`config.mk`:
```
export PLATFORM = sky130hd
export DESIGN_NAME = accel_spi_reader
export DESIGN_NICKNAME = d
export VERILOG_FILES = /design/src/rtl/accel_spi_reader.sv
export SDC_FILE = /design/constraint.sdc
export NUM_CORES = 1
export LEC_CHECK = 0
export ABC_AREA = 1
export BUFFER_PORTS_ARGS = -buffer_cell sky130_fd_sc_hd__buf_2
export CAP_MARGIN = 20
export CORE_MARGIN = 4
export CORE_UTILIZATION = 56
export CTS_CLUSTER_DIAMETER = 80
export CTS_CLUSTER_SIZE = 12
export DETAILED_ROUTE_END_ITERATION = 8
export PLACE_DENSITY = 0.72
export SYNTH_ARGS = -nofsm -noshare
export SYNTH_HDL_FRONTEND = slang
export SYNTH_SLANG_ARGS = --single-unit
```
`constraint.sdc`:
```
create_clock -name clk -period 1.6 [get_ports clk]
set_input_delay 0.24 -clock clk [delete_from_list [all_inputs] [get_ports clk]]
set_output_delay 0.24 -clock clk [all_outputs]
set_load 0.01 [all_outputs]
```
`src/rtl/accel_spi_reader.sv`:
```
// accel_spi_reader
//
// SPI mode-0 master for an ADXL362-class accelerometer. After a power-up wait it
// writes the power-control register once (measurement mode), then loops reading the
// 8-bit signed X-axis register. Each sample is offered to the downstream consumer
// through a completed/rescan handshake.
//
// Ports:
//   clk        system clock
//   reset_n    asynchronous active-low reset
//   rescan     consumer acknowledge (1 = sample taken, 0 = ready for the next one)
//   completed  x_reg holds a fresh, unconsumed sample
//   x_reg      last X sample, two's complement
//   init_done  configuration write finished (sticky until reset)
//   sclk       SPI clock (idle low)
//   cs_n       SPI chip select, active low
//   mosi       SPI data to the sensor (0 while cs_n is high)
//   miso       SPI data from the sensor
//
// Every transaction is 24 bits, MSB first. cs_n falls with the first bit already on
// mosi, sclk toggles every CLK_DIV cycles (48 edges), mosi shifts on falling edges,
// miso is captured on rising edges, and cs_n rises CLK_DIV cycles after the last
// falling edge.

module accel_spi_reader #(
  parameter int unsigned CLK_DIV        = 25,
  parameter int unsigned STARTUP_CYCLES = 250000,
  parameter int unsigned CS_GAP         = 10,
  parameter logic [7:0]  X_ADDR         = 8'h08,
  parameter logic [7:0]  PWR_ADDR       = 8'h2D,
  parameter logic [7:0]  PWR_VAL        = 8'h02
) (
  input  logic       clk,
  input  logic       reset_n,
  input  logic       rescan,
  output logic       completed,
  output logic [7:0] x_reg,
  output logic       init_done,
  output logic       sclk,
  output logic       cs_n,
  output logic       mosi,
  input  logic       miso
);

  localparam int unsigned CntMax = (STARTUP_CYCLES > CS_GAP) ? STARTUP_CYCLES : CS_GAP;
  localparam int unsigned CntW   = $clog2(CntMax + 1);
  localparam int unsigned DivW   = $clog2(CLK_DIV);

  localparam logic [DivW-1:0] DivLast   = DivW'(CLK_DIV - 1);
  localparam logic [CntW-1:0] StartLast = CntW'(STARTUP_CYCLES - 1);
  localparam logic [CntW-1:0] GapLast   = CntW'(CS_GAP - 1);
  // 48 sclk edges per frame; the 49th tick closes the frame.
  localparam logic [5:0]      LastEdge  = 6'd48;

  localparam logic [23:0] WrWord = {8'h0A, PWR_ADDR, PWR_VAL};
  localparam logic [23:0] RdWord = {8'h0B, X_ADDR, 8'h00};

  typedef enum logic [2:0] {
    StStartup,
    StInitXfer,
    StGap,
    StReadXfer,
    StHold,
    StPublish,
    StWaitAck
  } state_e;

  state_e          state_q, state_d;
  logic [CntW-1:0] cnt_q, cnt_d;
  logic [DivW-1:0] div_q, div_d;
  logic [5:0]      edge_q, edge_d;
  logic            sclk_q, sclk_d;
  logic            cs_n_q, cs_n_d;
  logic [23:0]     tx_q, tx_d;
  logic [7:0]      rx_q, rx_d;
  logic [7:0]      shadow_q, shadow_d;
  logic [7:0]      x_reg_q, x_reg_d;
  logic            completed_q, completed_d;
  logic            init_done_q, init_done_d;

  always_comb begin
    state_d     = state_q;
    cnt_d       = cnt_q;
    div_d       = div_q;
    edge_d      = edge_q;
    sclk_d      = sclk_q;
    cs_n_d      = cs_n_q;
    tx_d        = tx_q;
    rx_d        = rx_q;
    shadow_d    = shadow_q;
    x_reg_d     = x_reg_q;
    completed_d = completed_q;
    init_done_d = init_done_q;

    unique case (state_q)
      StStartup: begin
        if (cnt_q == StartLast) begin
          state_d = StInitXfer;
          cnt_d   = '0;
          cs_n_d  = 1'b0;
          tx_d    = WrWord;
          div_d   = '0;
          edge_d  = '0;
          sclk_d  = 1'b0;
        end else begin
          cnt_d = cnt_q + 1'b1;
        end
      end

      StInitXfer, StReadXfer: begin
        if (div_q == DivLast) begin
          div_d = '0;
          if (edge_q == LastEdge) begin
            cs_n_d = 1'b1;
            cnt_d  = '0;
            if (state_q == StInitXfer) begin
              init_done_d = 1'b1;
              state_d     = StGap;
            end else begin
              // Last 8 captured bits are the data byte.
              shadow_d = rx_q;
              state_d  = StHold;
            end
          end else begin
            edge_d = edge_q + 6'd1;
            sclk_d = ~sclk_q;
            if (!sclk_q) begin
              rx_d = {rx_q[6:0], miso};
            end else begin
              tx_d = {tx_q[22:0], 1'b0};
            end
          end
        end else begin
          div_d = div_q + 1'b1;
        end
      end

      StGap: begin
        if (cnt_q == GapLast) begin
          state_d = StReadXfer;
          cnt_d   = '0;
          cs_n_d  = 1'b0;
          tx_d    = RdWord;
          div_d   = '0;
          edge_d  = '0;
          sclk_d  = 1'b0;
        end else begin
          cnt_d = cnt_q + 1'b1;
        end
      end

      // An acknowledge still high from the previous sample must not consume this one.
      StHold: begin
        if (!rescan) begin
          state_d = StPublish;
        end
      end

      StPublish: begin
        x_reg_d     = shadow_q;
        completed_d = 1'b1;
        state_d     = StWaitAck;
      end

      StWaitAck: begin
        if (rescan) begin
          completed_d = 1'b0;
          cnt_d       = '0;
          state_d     = StGap;
        end
      end

      default: begin
        state_d = StStartup;
        cnt_d   = '0;
      end
    endcase
  end

  always_ff @(posedge clk or negedge reset_n) begin
    if (!reset_n) begin
      state_q     <= StStartup;
      cnt_q       <= '0;
      div_q       <= '0;
      edge_q      <= '0;
      sclk_q      <= 1'b0;
      cs_n_q      <= 1'b1;
      tx_q        <= '0;
      rx_q        <= '0;
      shadow_q    <= '0;
      x_reg_q     <= '0;
      completed_q <= 1'b0;
      init_done_q <= 1'b0;
    end else begin
      state_q     <= state_d;
      cnt_q       <= cnt_d;
      div_q       <= div_d;
      edge_q      <= edge_d;
      sclk_q      <= sclk_d;
      cs_n_q      <= cs_n_d;
      tx_q        <= tx_d;
      rx_q        <= rx_d;
      shadow_q    <= shadow_d;
      x_reg_q     <= x_reg_d;
      completed_q <= completed_d;
      init_done_q <= init_done_d;
    end
  end

  assign sclk      = sclk_q;
  assign cs_n      = cs_n_q;
  assign mosi      = ~cs_n_q & tx_q[23];
  assign completed = completed_q;
  assign x_reg     = x_reg_q;
  assign init_done = init_done_q;

endmodule

```
==> impl_metrics.csv <==
group,metric,value,unit
min_path,min_path_type,"in2reg",
synth,syn_avg_cell_area,7.896,sq um
global_routing,grt_pass1_vias,3808,
setup_path,critical_path.endpoint_type,"flop",
power_and_ir_drop,finalPower,0.01012,W
floorplan,core_region_area,0.007687,sq mm
global_routing,antenna_found_initial,0,
setup_path,path_max_fanout,11,
route,wl_per_cell,13.48,um
route,route.detailed.drc,0,
setup_path,crit_start,"cnt_q[1]$_DFFE_PN0P_",
clock_network,cts_max_level,3,
floorplan,initial_utilization,57.21,%
power_and_ir_drop,leakage,2.750,nW
synth,synth_ff_type,"dfrtp_1",
synth,synth_edf_count,0,
route,routed_wl,9975,um
floorplan,die_height,96.62,um
setup_path,reg2reg_depth,9,
sta,fin_tns_setup,-0.1204,ns
placed_design,portBuffers,16,
synth,synth_nets,567,
floorplan,die_area,0.009335,sq mm
setup_path,r2r_end,"div_q[1]$_DFFE_PN0P_",
sta,period_share,101.8,%
clock_network,clockBufferDepth,2,
status,status,"finished with violations",
placed_design,place_area,0.005020,sq mm
cells_and_area,antenna_cells,0,
power_and_ir_drop,p_per_area,1843,mW/mm^2
power_and_ir_drop,power_frac_comb,56.1,%
synth,yosysWarnings,0,
placed_design,dp_cells,717,
sta,rsz0062_at_grt,"yes",
setup_path,setup.worst_path.end,"div_q[1]$_DFFE_PN0P_",
clock_network,numClockSinks,83,
placed_design,hpwl,6932,um
global_routing,grt_use_total,21.61,%
cells_and_area,nets,643,
floorplan,num_rows,32,
sta,slew-limit-headroom,69.43,%
floorplan,pin_count,17,
power_and_ir_drop,vdd_ir_drop_max,1.037,mV
cells_and_area,final_area,0.005493,sq mm
cells_and_area,utilization,71.45,%
cells_and_area,nFillCells,596,
clock_network,cts_tree,"done",
sta,hold_viol,0,
power_and_ir_drop,p_sw,0.004522,W
route,drt_iter0_drc,205,
global_routing,grt_pass1_wl,17150,um
job,max_cap_violations,0,
sta,finalCriticalPeriod,1.629,ns
clock_network,cts_buffers,9,
clock_network,cts_root_buf,"clkbuf_8",
min_path,holdPathStages,3,
setup_path,critical_path_arrival,1.87,ns
synth,netlist_area,0.004398,sq mm
cells_and_area,syn2layout_area_growth,24.89,%
power_and_ir_drop,p_seq_share,29.2,%
synth,netlist-cell-type-count,35,
synth,syn_inst,557,
sta,fmax,613.8,MHz
route,via_per_inst,5.253,
sta,skew,0.009375,ns
global_routing,overflow,0,
cells_and_area,largest_register_ffs,23,
setup_path,worstSetupStartpointType,"flop",
route,dr.max_layer_used,"met4",
sta,setup_viol,10,
cells_and_area,drive_gt1_share,25.24,%
cells_and_area,reg_top3,"tx_q (23), cnt_q (18)",
status,violations,"negative setup slack",
power_and_ir_drop,power_frac_clock,14.7,%
cells_and_area,stdcell_count,740,
route,drt-pass1-iter-count,4,
power_and_ir_drop,p_sw_share,44.68,%
route,vias,3887,
synth,synth-seq-cells,83,
setup_path,rr_startpoint,"cnt_q[1]$_DFFE_PN0P_",
placed_design,place.gp.congestion,0.8815,
synth,async_reset_ff_share,100.0,%
clock_network,clock_latency,0.36,ns
synth,ys_seq_area_share,47.25,%
floorplan,die_w,96.62,um
cells_and_area,regMostFlops,"tx_q",
sta,slew_violations,0,
route,wl_met3,381,um
setup_path,path_class,"reg2reg",
setup_path,worst-endpoint-required,1.84,ns
clock_network,cts.clk_slew.worst_paths,0.09,ns
sta,timing.final.ws_setup,-0.02916,ns
global_routing,grt_max_degree,35,
setup_path,rrSetupSlack,-0.03,ns
route,route.met2.wl,4969,um
route,drtAntennaViolNets,0,
sta,tightestPinTransition,0.4586,ns
route,wl_met1,4478,um
power_and_ir_drop,p_int,0.005600,W
## worst max-delay path, cell delays in order (launching register included)
cell     delay, ns
dfrtp_1       0.39
ha_2          0.21
nand3_2       0.10
nor2_2        0.13
nand3_2       0.09
nand2_4       0.11
buf_4         0.14
nand2_8       0.09
nor2_4        0.16
o21ai_1       0.09
## power groups by stage
stage	logic (W)	clock network (W)	registers [W]
final	0.00568	0.00149	0.00295
after global routing	0.00633	0.00161	0.00302
after CTS	0.00525	0.00151	0.00293
after detailed placement	0.00505	0	0.00298
after global placement	0.00493	0	0.00295
after floorplan	0.00328	0	0.00295
## cell type report
type,count,area (sq um),share of cell area [%]
Multi-Input combinational cell,380,2079,37.86
Inverter,78,297.8,5.421
Timing Repair Buffer,81,715.7,13.03
Clock inverter,6,55.05,1.002
Clock buffer,10,137.6,2.506
Tap cell,102,127.6,2.323
Sequential cell,83,2079,37.86
## what timing repair did
item                       in CTS  in global routing
setup endpoints to repair      49                 71
gates resized for setup        10                 44
hold endpoints to repair       28                  0
gates cloned                    0                  2
hold buffers                    1                  0
buffers inserted                0                  4
pin swaps                       4                  8
## placed cells by master, fill, tap and decap left out, types with 2 or more instances in the layout
cell | Yosys | final
o22ai_1 | 2 | 2
buf_2 | 8 | 15
buf_12 | 0 | 5
buf_6 | 2 | 8
clkbuf_8 | 0 | 10
inv_1 | 69 | 65
o21bai_1 | 24 | 24
inv_4 | 0 | 2
clkbuf_16 | 0 | 2
nand4_4 | 0 | 2
o21ai_1 | 19 | 20
o211ai_1 | 4 | 4
a21oi_1 | 16 | 13
nor2_4 | 5 | 7
nand4_1 | 22 | 22
buf_8 | 0 | 2
ha_1 | 6 | 4
a21oi_2 | 0 | 3
nand2_2 | 1 | 10
inv_2 | 9 | 11
nor2_2 | 2 | 8
nand3_1 | 29 | 27
nor3_1 | 10 | 10
nand2_1 | 141 | 130
o21ai_0 | 18 | 17
mux2_2 | 7 | 7
buf_4 | 3 | 48
nor2_1 | 61 | 53
nand2_4 | 2 | 3
dfrtp_1 | 82 | 81
nand3_2 | 2 | 3
inv_6 | 0 | 3
clkinv_4 | 0 | 2
## metrics by stage
step / setup WS [ns] / hold slack [ns]
4_1_cts: -0.05579 / 0.1284
3_5_place_dp: -0.1420 / 0.2282
6_report: -0.02916 / 0.1373
3_3_place_gp: -0.07517 / 0.2254
5_1_grt: -0.1548 / 0.1455
2_1_floorplan: -0.0002973 / -0.05559
## worst min path at each step
| stage | endpoint | start |
|---|---|---|
| after floorplan | cnt_q[0]$_DFFE_PN0P_ | reset_n |
| after global placement | cnt_q[15]$_DFFE_PN0P_ | reset_n |
| after global routing | rx_q[0]$_DFFE_PN0P_ | miso |
| after detailed placement | cnt_q[15]$_DFFE_PN0P_ | reset_n |
| after CTS | rx_q[0]$_DFFE_PN0P_ | miso |
| final | rx_q[0]$_DFFE_PN0P_ | miso |
## synth_stat cells, types with 2 or more instances
cell      number  area, sq um
nand2_1      141        529.3
dfrtp_1       82         2052
inv_1         69        259.0
nor2_1        61        229.0
nand3_1       29        145.1
o21bai_1      24        180.2
nand4_1       22        137.6
o21ai_1       19        95.09
o21ai_0       18        90.09
a21oi_1       16        80.08
nor3_1        10        50.05
inv_2          9        33.78
buf_2          8        40.04
mux2_2         7        78.83
ha_1           6        75.07
nor2_4         5        56.30
o211ai_1       4        30.03
buf_4          3        22.52
buf_6          2        22.52
clkbuf_1       2        7.510
nand2_4        2        22.52
nand3_2        2        20.02
nand4_2        2        25.02
nor2_2         2        12.51
o22ai_1        2        12.51
## logic make-up after synthesis
logic type	Yosys count	synth area share [%]
DFF	83	47.25
AOI/OAI and AO/OA	84	11.27
xor gates and xnor gates	2	0.3984
adders and majority gates	6	1.707
and+or+nand+nor	281	28.73
buffers and inverters	94	8.848
muxes	7	1.792
## metal layers
metal  vias to the layer above  GRT usage (%)
met5                         -              0
met4                         0          6.479
met3                        13          4.037
met2                        70          36.15
met1                      1854          28.67
li1                       1950              -
(Power assumes the default switching activity.)
